[config.mk]
export PLATFORM = sky130hd
export DESIGN_NAME = sdram_port_arbiter_flat
export DESIGN_NICKNAME = d
export VERILOG_FILES = /design/src/rtl/sdram_arb_pkg.sv /design/src/rtl/sdram_port_arbiter_if.sv /design/src/rtl/rr_grant2.sv /design/src/rtl/sdram_port_arbiter.sv /design/src/flat_wrapper.sv
export SDC_FILE = /design/constraint.sdc
export NUM_CORES = 1
export LEC_CHECK = 0
export CORE_ASPECT_RATIO = 0.7
export CORE_MARGIN = 5
export CORE_UTILIZATION = 29
export CTS_BUF_LIST = sky130_fd_sc_hd__clkbuf_4 sky130_fd_sc_hd__clkbuf_8 sky130_fd_sc_hd__clkbuf_16
export DETAILED_ROUTE_END_ITERATION = 12
export SLEW_MARGIN = 25
export SYNTH_ARGS = -nofsm -noshare
export SYNTH_HDL_FRONTEND = slang
export SYNTH_SLANG_ARGS = --single-unit
[constraint.sdc]
create_clock -name clock -period 3.8 [get_ports clock]
set_clock_uncertainty 0.15 [all_clocks]
set_input_delay 0.76 -clock clock [delete_from_list [all_inputs] [get_ports clock]]
set_output_delay 0.76 -clock clock [all_outputs]
set_load 0.05 [all_outputs]
[src/rtl/sdram_arb_pkg.sv]
// Shared types and constants for the two-port SDRAM arbiter.
package sdram_arb_pkg;

  typedef enum logic [1:0] {
    IDLE = 2'd0,
    ARM  = 2'd1,
    WAIT = 2'd2,
    DONE = 2'd3
  } state_e;

  localparam logic       OWN_CPU      = 1'b0;
  localparam logic       OWN_DMA      = 1'b1;
  localparam logic [7:0] TIMEOUT_DATA = 8'hFF;

endpackage

[src/rtl/sdram_port_arbiter_if.sv]
// Requester and SDRAM-controller buses seen by the arbiter; slave = arbiter side.
interface sdram_port_arbiter_if #(
  parameter int AW = 26
);

  logic          c_req;
  logic          c_we;
  logic [AW-1:0] c_addr;
  logic [7:0]    c_wdata;
  logic [7:0]    c_rdata;
  logic          c_ack;

  logic          d_req;
  logic          d_we;
  logic [AW-1:0] d_addr;
  logic [7:0]    d_wdata;
  logic [7:0]    d_rdata;
  logic          d_ack;

  logic [AW-1:0] sd_address;
  logic          sd_we;
  logic [7:0]    sd_data;
  logic          sd_start;
  logic [7:0]    sd_q;
  logic          sd_ready;

  modport slave (
    input  c_req, c_we, c_addr, c_wdata,
    input  d_req, d_we, d_addr, d_wdata,
    input  sd_q, sd_ready,
    output c_rdata, c_ack, d_rdata, d_ack,
    output sd_address, sd_we, sd_data, sd_start
  );

  modport master (
    output c_req, c_we, c_addr, c_wdata,
    output d_req, d_we, d_addr, d_wdata,
    output sd_q, sd_ready,
    input  c_rdata, c_ack, d_rdata, d_ack,
    input  sd_address, sd_we, sd_data, sd_start
  );

endinterface

[src/rtl/rr_grant2.sv]
// Combinational 2-way picker: round-robin against the last owner, or fixed CPU
// priority on ties when CPU_PRIO is set.
module rr_grant2
  import sdram_arb_pkg::*;
#(
  parameter bit CPU_PRIO = 1'b0
) (
  input  logic c_req,
  input  logic d_req,
  input  logic owner,
  output logic grant_valid,
  output logic grant_id
);

  always_comb begin
    grant_valid = c_req | d_req;
    grant_id    = OWN_CPU;
    if (c_req && d_req) begin
      grant_id = CPU_PRIO ? OWN_CPU : ~owner;
    end else if (d_req) begin
      grant_id = OWN_DMA;
    end
  end

endmodule

[src/rtl/sdram_port_arbiter.sv]
// Shares one byte-wide SDRAM controller between CPU and DMA: grant, start strobe,
// wait for ready (bounded by TIMEOUT), registered ack + rdata, one idle cycle.
module sdram_port_arbiter
  import sdram_arb_pkg::*;
#(
  parameter int AW       = 26,
  parameter int TIMEOUT  = 1024,
  parameter bit CPU_PRIO = 1'b0
) (
  input  logic                 clock,
  input  logic                 reset_n,
  sdram_port_arbiter_if.slave  bus,
  output logic                 busy,
  output logic                 owner,
  output logic                 timeout
);

  localparam int            CW       = (TIMEOUT > 2) ? $clog2(TIMEOUT) : 1;
  localparam logic [CW-1:0] CNT_LAST = CW'(TIMEOUT - 1);

  state_e        state_q,    state_d;
  logic [CW-1:0] cnt_q,      cnt_d;
  logic          owner_q,    owner_d;
  logic [AW-1:0] sd_addr_q,  sd_addr_d;
  logic          sd_we_q,    sd_we_d;
  logic [7:0]    sd_data_q,  sd_data_d;
  logic          sd_start_q, sd_start_d;
  logic [7:0]    c_rdata_q,  c_rdata_d;
  logic [7:0]    d_rdata_q,  d_rdata_d;
  logic          c_ack_q,    c_ack_d;
  logic          d_ack_q,    d_ack_d;
  logic          timeout_q,  timeout_d;

  logic          grant_valid;
  logic          grant_id;
  logic          fin;
  logic [7:0]    rd_dat;

  rr_grant2 #(.CPU_PRIO(CPU_PRIO)) u_grant (
    .c_req       (bus.c_req),
    .d_req       (bus.d_req),
    .owner       (owner_q),
    .grant_valid (grant_valid),
    .grant_id    (grant_id)
  );

  always_comb begin
    state_d    = state_q;
    cnt_d      = cnt_q;
    owner_d    = owner_q;
    sd_addr_d  = sd_addr_q;
    sd_we_d    = sd_we_q;
    sd_data_d  = sd_data_q;
    sd_start_d = 1'b0;
    c_rdata_d  = c_rdata_q;
    d_rdata_d  = d_rdata_q;
    c_ack_d    = 1'b0;
    d_ack_d    = 1'b0;
    timeout_d  = 1'b0;
    fin        = 1'b0;
    rd_dat     = bus.sd_q;

    case (state_q)
      IDLE: begin
        if (grant_valid) begin
          owner_d    = grant_id;
          sd_addr_d  = (grant_id == OWN_DMA) ? bus.d_addr  : bus.c_addr;
          sd_we_d    = (grant_id == OWN_DMA) ? bus.d_we    : bus.c_we;
          sd_data_d  = (grant_id == OWN_DMA) ? bus.d_wdata : bus.c_wdata;
          sd_start_d = 1'b1;
          state_d    = ARM;
        end
      end
      // The controller may still show ready while it latches the start; skip it.
      ARM: begin
        cnt_d   = '0;
        state_d = WAIT;
      end
      WAIT: begin
        if (bus.sd_ready) begin
          fin = 1'b1;
        end else if (cnt_q == CNT_LAST) begin
          fin       = 1'b1;
          rd_dat    = TIMEOUT_DATA;
          timeout_d = 1'b1;
        end else begin
          cnt_d = cnt_q + 1'b1;
        end
        if (fin) begin
          state_d = DONE;
        end
      end
      DONE: state_d = IDLE;
      default: state_d = IDLE;
    endcase

    if (fin) begin
      if (owner_q == OWN_DMA) begin
        d_ack_d   = 1'b1;
        d_rdata_d = rd_dat;
      end else begin
        c_ack_d   = 1'b1;
        c_rdata_d = rd_dat;
      end
    end
  end

  always_ff @(posedge clock or negedge reset_n) begin
    if (!reset_n) begin
      state_q    <= IDLE;
      cnt_q      <= '0;
      owner_q    <= OWN_DMA;
      sd_addr_q  <= '0;
      sd_we_q    <= 1'b0;
      sd_data_q  <= 8'h00;
      sd_start_q <= 1'b0;
      c_rdata_q  <= 8'h00;
      d_rdata_q  <= 8'h00;
      c_ack_q    <= 1'b0;
      d_ack_q    <= 1'b0;
      timeout_q  <= 1'b0;
    end else begin
      state_q    <= state_d;
      cnt_q      <= cnt_d;
      owner_q    <= owner_d;
      sd_addr_q  <= sd_addr_d;
      sd_we_q    <= sd_we_d;
      sd_data_q  <= sd_data_d;
      sd_start_q <= sd_start_d;
      c_rdata_q  <= c_rdata_d;
      d_rdata_q  <= d_rdata_d;
      c_ack_q    <= c_ack_d;
      d_ack_q    <= d_ack_d;
      timeout_q  <= timeout_d;
    end
  end

  assign bus.sd_address = sd_addr_q;
  assign bus.sd_we      = sd_we_q;
  assign bus.sd_data    = sd_data_q;
  assign bus.sd_start   = sd_start_q;
  assign bus.c_rdata    = c_rdata_q;
  assign bus.c_ack      = c_ack_q;
  assign bus.d_rdata    = d_rdata_q;
  assign bus.d_ack      = d_ack_q;

  assign busy    = (state_q != IDLE);
  assign owner   = owner_q;
  assign timeout = timeout_q;

endmodule

[src/flat_wrapper.sv]
// flat-port wrapper written by rule: the top's interface ports become plain ports
module sdram_port_arbiter_flat import sdram_arb_pkg::*;
#(
  parameter int AW       = 26,
  parameter int TIMEOUT  = 1024,
  parameter bit CPU_PRIO = 1'b0
)
  (clock, reset_n, busy, owner, timeout, bus_c_req, bus_c_we, bus_c_addr, bus_c_wdata, bus_d_req, bus_d_we, bus_d_addr, bus_d_wdata, bus_sd_q, bus_sd_ready, bus_c_rdata, bus_c_ack, bus_d_rdata, bus_d_ack, bus_sd_address, bus_sd_we, bus_sd_data, bus_sd_start);
  sdram_port_arbiter_if #(.AW(AW)) bus_i ();
  input  logic clock;
  input  logic reset_n;
  output logic busy;
  output logic owner;
  output logic timeout;
  input wire logic [$bits(bus_i.c_req)-1:0] bus_c_req;
  input wire logic [$bits(bus_i.c_we)-1:0] bus_c_we;
  input wire logic [$bits(bus_i.c_addr)-1:0] bus_c_addr;
  input wire logic [$bits(bus_i.c_wdata)-1:0] bus_c_wdata;
  input wire logic [$bits(bus_i.d_req)-1:0] bus_d_req;
  input wire logic [$bits(bus_i.d_we)-1:0] bus_d_we;
  input wire logic [$bits(bus_i.d_addr)-1:0] bus_d_addr;
  input wire logic [$bits(bus_i.d_wdata)-1:0] bus_d_wdata;
  input wire logic [$bits(bus_i.sd_q)-1:0] bus_sd_q;
  input wire logic [$bits(bus_i.sd_ready)-1:0] bus_sd_ready;
  output wire logic [$bits(bus_i.c_rdata)-1:0] bus_c_rdata;
  output wire logic [$bits(bus_i.c_ack)-1:0] bus_c_ack;
  output wire logic [$bits(bus_i.d_rdata)-1:0] bus_d_rdata;
  output wire logic [$bits(bus_i.d_ack)-1:0] bus_d_ack;
  output wire logic [$bits(bus_i.sd_address)-1:0] bus_sd_address;
  output wire logic [$bits(bus_i.sd_we)-1:0] bus_sd_we;
  output wire logic [$bits(bus_i.sd_data)-1:0] bus_sd_data;
  output wire logic [$bits(bus_i.sd_start)-1:0] bus_sd_start;
  assign bus_i.c_req = bus_c_req;
  assign bus_i.c_we = bus_c_we;
  assign bus_i.c_addr = bus_c_addr;
  assign bus_i.c_wdata = bus_c_wdata;
  assign bus_i.d_req = bus_d_req;
  assign bus_i.d_we = bus_d_we;
  assign bus_i.d_addr = bus_d_addr;
  assign bus_i.d_wdata = bus_d_wdata;
  assign bus_i.sd_q = bus_sd_q;
  assign bus_i.sd_ready = bus_sd_ready;
  assign bus_c_rdata = bus_i.c_rdata;
  assign bus_c_ack = bus_i.c_ack;
  assign bus_d_rdata = bus_i.d_rdata;
  assign bus_d_ack = bus_i.d_ack;
  assign bus_sd_address = bus_i.sd_address;
  assign bus_sd_we = bus_i.sd_we;
  assign bus_sd_data = bus_i.sd_data;
  assign bus_sd_start = bus_i.sd_start;
  sdram_port_arbiter #(.AW(AW), .TIMEOUT(TIMEOUT), .CPU_PRIO(CPU_PRIO)) u_core (.clock(clock), .reset_n(reset_n), .bus(bus_i), .busy(busy), .owner(owner), .timeout(timeout));
endmodule
======== Word-level counts from Yosys, hierarchy flattened ========
Index checks and enable logic that the tools add are counted.
word-level totals
  output and inout port bits .............. 57
  register bits after elaboration ......... 68
  logic and storage cells ................. 58
  bits of input ports ..................... 83
cells by class
  eq/ne operators ......................... 8
  add/sub/neg operators ................... 1
  muxes and demuxes ....................... 26
  reductions and logical operators ........ 9
  bitwise logic cells ..................... 2
operator list
  operator                                                          number
  8-bit 2-to-1 mux                                                  4
  26-bit 2-to-1 mux                                                 1
  10-bit 2-to-1 mux                                                 2
  10-bit case mux with 2 select lines                               1
  1-bit 2-to-1 mux                                                  15
  10-bit by 1-bit adder with 10-bit output (second input constant)  1
  10-bit == test (second input constant)                            1
  2-bit case mux with 4 select lines                                1
  2-bit AND reduction                                               4
  2-bit == test (second input constant)                             2
  2-bit 2-to-1 mux                                                  2
  2-bit by 1-bit != test with 1-bit output (second input constant)  2
  2-bit != test (second input constant)                             2
  2-bit nonzero test                                                2
  3-bit AND reduction                                               1
  2-bit by 1-bit == test with 1-bit output (second input constant)  1
  2-bit logical NOT                                                 1
  1-bit logical AND                                                 1
  1-bit inverter                                                    1
  1-bit bitwise OR                                                  1

======== Depth between registers and ports, before layout ========
  word-level depth ........................ 6
  depth in mapped cells ................... 8
  gate-level depth less buffers ........... 6

======== Modules after synthesis ========
A second synthesis with hierarchy kept.
second synthesis, totals
  cells, all modules ...................... 282
  area, all modules ....................... 3250.6 µm²
modules (own cells, without submodules)
  module              times used  cells each  area an instance (µm²)
  sdram_port_arbiter  1           280         3236.9
  rr_grant2           1           2           13.8

======== Worst setup path before layout ========
OpenSTA, ideal clock, no wires.
  path kind ............................... input to register
  start ................................... input port bus_sd_ready
  end ..................................... register u_core.state_q[1]
  cell stages on the path ................. 6
  arrival time ............................ 1.678 ns
  library setup time ...................... 0.128 ns
  slack ................................... 1.844 ns
  path buffers ............................ 2
  required time ........................... 3.522 ns
  cell sequence ........................... nand2b_1 -> buf_2 -> a31oi_4 -> buf_6 -> nor2_1 -> mux2_1
on the way
  word-level cells in the longest chain between the ends .. 4
ends and longest elaborated chain
  what                                                       RTL line                   text
  start, declared                                            flat_wrapper.sv:24         input wire logic [$bits(bus_i.sd_ready)-1:0] bus_sd_ready;
  1-bit 2-to-1 mux                                           sdram_port_arbiter.sv:80   if (bus.sd_ready) begin
  1-bit 2-to-1 mux                                           sdram_port_arbiter.sv:63   case (state_q)
  2-bit by 1-bit != test with 1-bit output (no source line)  n/a
  2-bit AND reduction (no source line)                       n/a
  end signal, assigned                                       sdram_port_arbiter.sv:123  state_q <= state_d;
  end, declared                                              sdram_port_arbiter.sv:21   state_e state_q, state_d;
Every way passes these cells. The select of a mux whose other input is x is not followed.
A chain may end at the register's enable or synchronous reset.

======== Final worst setup path ========
  start ................................... register u_core.state_q[0]
  end ..................................... output port busy
on the way
  word-level cells in the longest chain between the ends .. 1
ends and longest elaborated chain
  what                RTL line                   text
  2-bit nonzero test  sdram_port_arbiter.sv:147  assign busy = (state_q != IDLE);
  end, declared       flat_wrapper.sv:12         output logic busy;
Every way passes these cells.

==> metrics.md <==
| Metric | Value |
|---|---|
| Ys Warns | `0` |
| Clk pwr share | `0.194` |
| Vias per inst | `4.47` |
| Internal power | `about 2500 uW` |
| Sw Pwr | `a little over 2000 uW` |
| Net count after synthesis | `370` |
| Register area | `~1700 um^2` |
| Startpoint type of the worst setup path | `register` |
| Rows | `32` |
| Initial drt markers | `85` |
| Maximum resistive drop on vdd | `around 320 uV` |
| Post-Syn Area | `3200 um^2` |
| GR Layer Usage met2 | `0.196` |
| Share of cells above drive strength 1 | `0.102` |
| Boundary Pins | `140` |
| Commonest non-fill, non-tap cell in the layout | `clkdlybuf4s50_1` |
| Vias in the first global route | `approximately 2700` |
| Hold WC Path Type | `reg2reg` |
| Seq/Total Area, Yosys | `0.533` |
| Critical path type | `reg2out` |
| Die Wd | `between 100 and 150 um` |
| Ant diodes | `0` |
| Total number of vias | `around 2600` |
| Cell Area, Placed | `between 4000 and 5000 um^2` |
| Clk root buf | `clkbuf_16` |
| Asr flop ratio synth | `1.00` |
| H-tree Lvls | `3` |
| Synth unique cells | `40` |
| Status | `completed` |
| Required time worst endpoint | `2.89 ns` |
| Multi-input gate area | `1390 um^2` |
| Final hold viol count | `0` |
| Slew HR | `0.438` |
| DIE AREA | `about 13000 um^2` |
| Area grow syn2layout | `57.9%` |
| Worst EP arrival | `1.95 ns` |
| 1st-pass router iterations | `4` |
| Initial Util | `0.294` |
| Power Density | `approximately 890 nW/um^2` |
| Total Wirelength | `around 8500 um` |
| Placeable Area | `roughly 11000 um^2` |
| Fin Setup TNS | `0 ns` |
| Sequential share of power | `0.269` |
| Sw frac | `0.456` |
| Most frequent cells in the layout | `clkdlybuf4s50_1 (138), dfrtp_1 (67), nand2_1 (45), mux2i_1 (37), o21ai_0 (36)` |
| Latest clock arrival within the worst-skew pair | `around 0.32 ns` |
| Worst setup path start | `u_core.state_q[0]` |
| R2R setup slack | `1.59 ns` |
| Final instance area | `between 5000 and 6000 um^2` |
| RSZ-0062 raised after global routing | `false` |
| Routability cong. | `roughly 0.77` |
| Total congestion overflow | `0` |
| Max-slew violation count | `0` |
| Post_cts resized | `0` |
| Largest net degree at the start of global routing | `between 70 and 80` |
| Min cycle time layout | `between 2 and 3 ns` |
| Layout Nets | `between 500 and 600` |
| Final setup fails | `0` |
| HP Start | `u_core.bus.sd_address[5]` |
| Max-Cap Viols | `0` |
| Post-synth top flop | `dfrtp_1` |
| Setup Buffers After CTS | `0` |
| Met3 usage | `0.0520` |
| Number of fill cells | `~1000` |
| Tot Pwr | `approximately 4500 uW` |
| CTS max path bufs | `2` |
| Post-synthesis average cell area | `roughly 11 um^2` |
| Post-Syn Instances | `~280` |
| Setup crit end kind | `primary output` |
| Die height | `97.8 um` |
| Met1 GRT Util | `0.178` |
| Worst-path fanout max | `4` |
| All-Layer GR Usage | `0.132` |
| Peak Freq | `~350 MHz` |
| Clock-pin slew on the worst setup and hold paths | `0.06 ns` |
| First-pass GRT wire length | `roughly 14000 um` |
| Number of synthesized flops with an enable pin | `0` |
| Initial antenna violation count | `0` |
| DRC | `0` |
| Clock sink total | `68` |
| Actual slew at the worst max-slew pin | `around 0.84 ns` |
| Leakage | `0.00216 uW` |
| CTS tree | `built` |
| Final worst-path cycle share | `0.751` |
| Layer with the highest usage | `met2` |
| WL/cell | `14.8 um` |
| Number of synthesized register bits | `68` |
| Post-DP HPWL | `6280 um` |
| Hold-fix buffers, CTS | `0` |
| CTS buffer count | `9` |
| Logic pwr share | `0.536` |
| Port buffer count | `139` |
| DRT antenna net count | `0` |
| RR Startpoint | `u_core.state_q[0]` |
## cell usage after synthesis, drive strengths merged, types with 2 or more instances
cell,number,area share
mux2,2,0.0070
ha,5,0.020
nand2,45,0.053
buf,11,0.026
nor2,13,0.015
a31oi,3,0.015
nor3,3,0.0047
o32a,9,0.031
o21ai,37,0.058
dfrtp,67,0.52
nand3,3,0.0047
xnor2,2,0.0055
clkbuf,8,0.0094
a211o,2,0.0055
and3,5,0.0098
inv,4,0.0047
nand2b,2,0.0039
a21oi,2,0.0031
mux2i,37,0.12
a2bb2oi,8,0.038
## area by class of cell
class                      instances  area share
timing repair buffer             143       0.283
inverter                           4     0.00297
clock inverter                     4      0.0109
clock buffer                      12      0.0528
sequential                        68       0.337
tap                              153      0.0379
multi-input combinational        191       0.275
## per-stage QoR
stage,setup slack [ns],hold slack [ns],std cells,utilization
global route,0.838,0.348,575,0.463
floorplan,1.84,0.314,282,-
detailed placement,0.972,0.320,559,0.434
finish,0.945,0.326,575,0.463
global placement,1.03,0.310,559,0.434
CTS,0.916,0.333,575,0.463
## layer usage
metal	vias to the layer above	part of all wire	routed length, um
met3	14	0.079	676
met5	-	0	0
li1	1275	-	-
met4	0	0.016	134
met2	90	0.44	3780
met1	1189	0.46	3930
## power groups by stage
stage / registers (uW) / logic, uW / clock network, uW
detailed placement: 1230 / 2450 / 0
CTS: 1220 / 2460 / 908
global placement: 1210 / 2420 / 0
global route: 1260 / 2570 / 943
finish: 1210 / 2420 / 874
floorplan: 2170 / 653 / 0
## worst max-delay path: stages, from the launching register on
cell and delay (ns):
dfrtp_1 0.37, inv_1 0.09, ha_1 0.27, inv_1 0.09
clkdlybuf4s50_1 0.80
## final timing paths
path                                            end  cells past startpoint
max reg2reg                         u_core.cnt_q[7]                      6
min                        u_core.bus.sd_address[5]                      2
min reg2reg                u_core.bus.sd_address[5]                      2
max                                            busy                      4
max in group asynchronous              u_core.owner                      2
min in group asynchronous          u_core.bus.sd_we                      1
## kinds of logic after synthesis
family                   synth area share
AND/OR/NAND/NOR                     0.111
flip-flops                          0.533
AO/OA/AOI/OAI                       0.168
multiplexers                        0.123
buffers and inverters              0.0403
adder cells (fa/ha/maj)            0.0196
XOR/XNOR                          0.00548
## sequential cells by signal, summed over array words and instances, names as in the netlist
signal and count:
u_core.owner 1, u_core.timeout 1, u_core.cnt_q 10, u_core.bus.c_rdata 8, u_core.state_q 2, u_core.bus.c_ack 1, u_core.bus.sd_address 26, u_core.bus.d_rdata 8
u_core.bus.sd_start 1, u_core.bus.d_ack 1, u_core.bus.sd_we 1, u_core.bus.sd_data 8
Note: power is estimated with default switching activity, not from simulation.
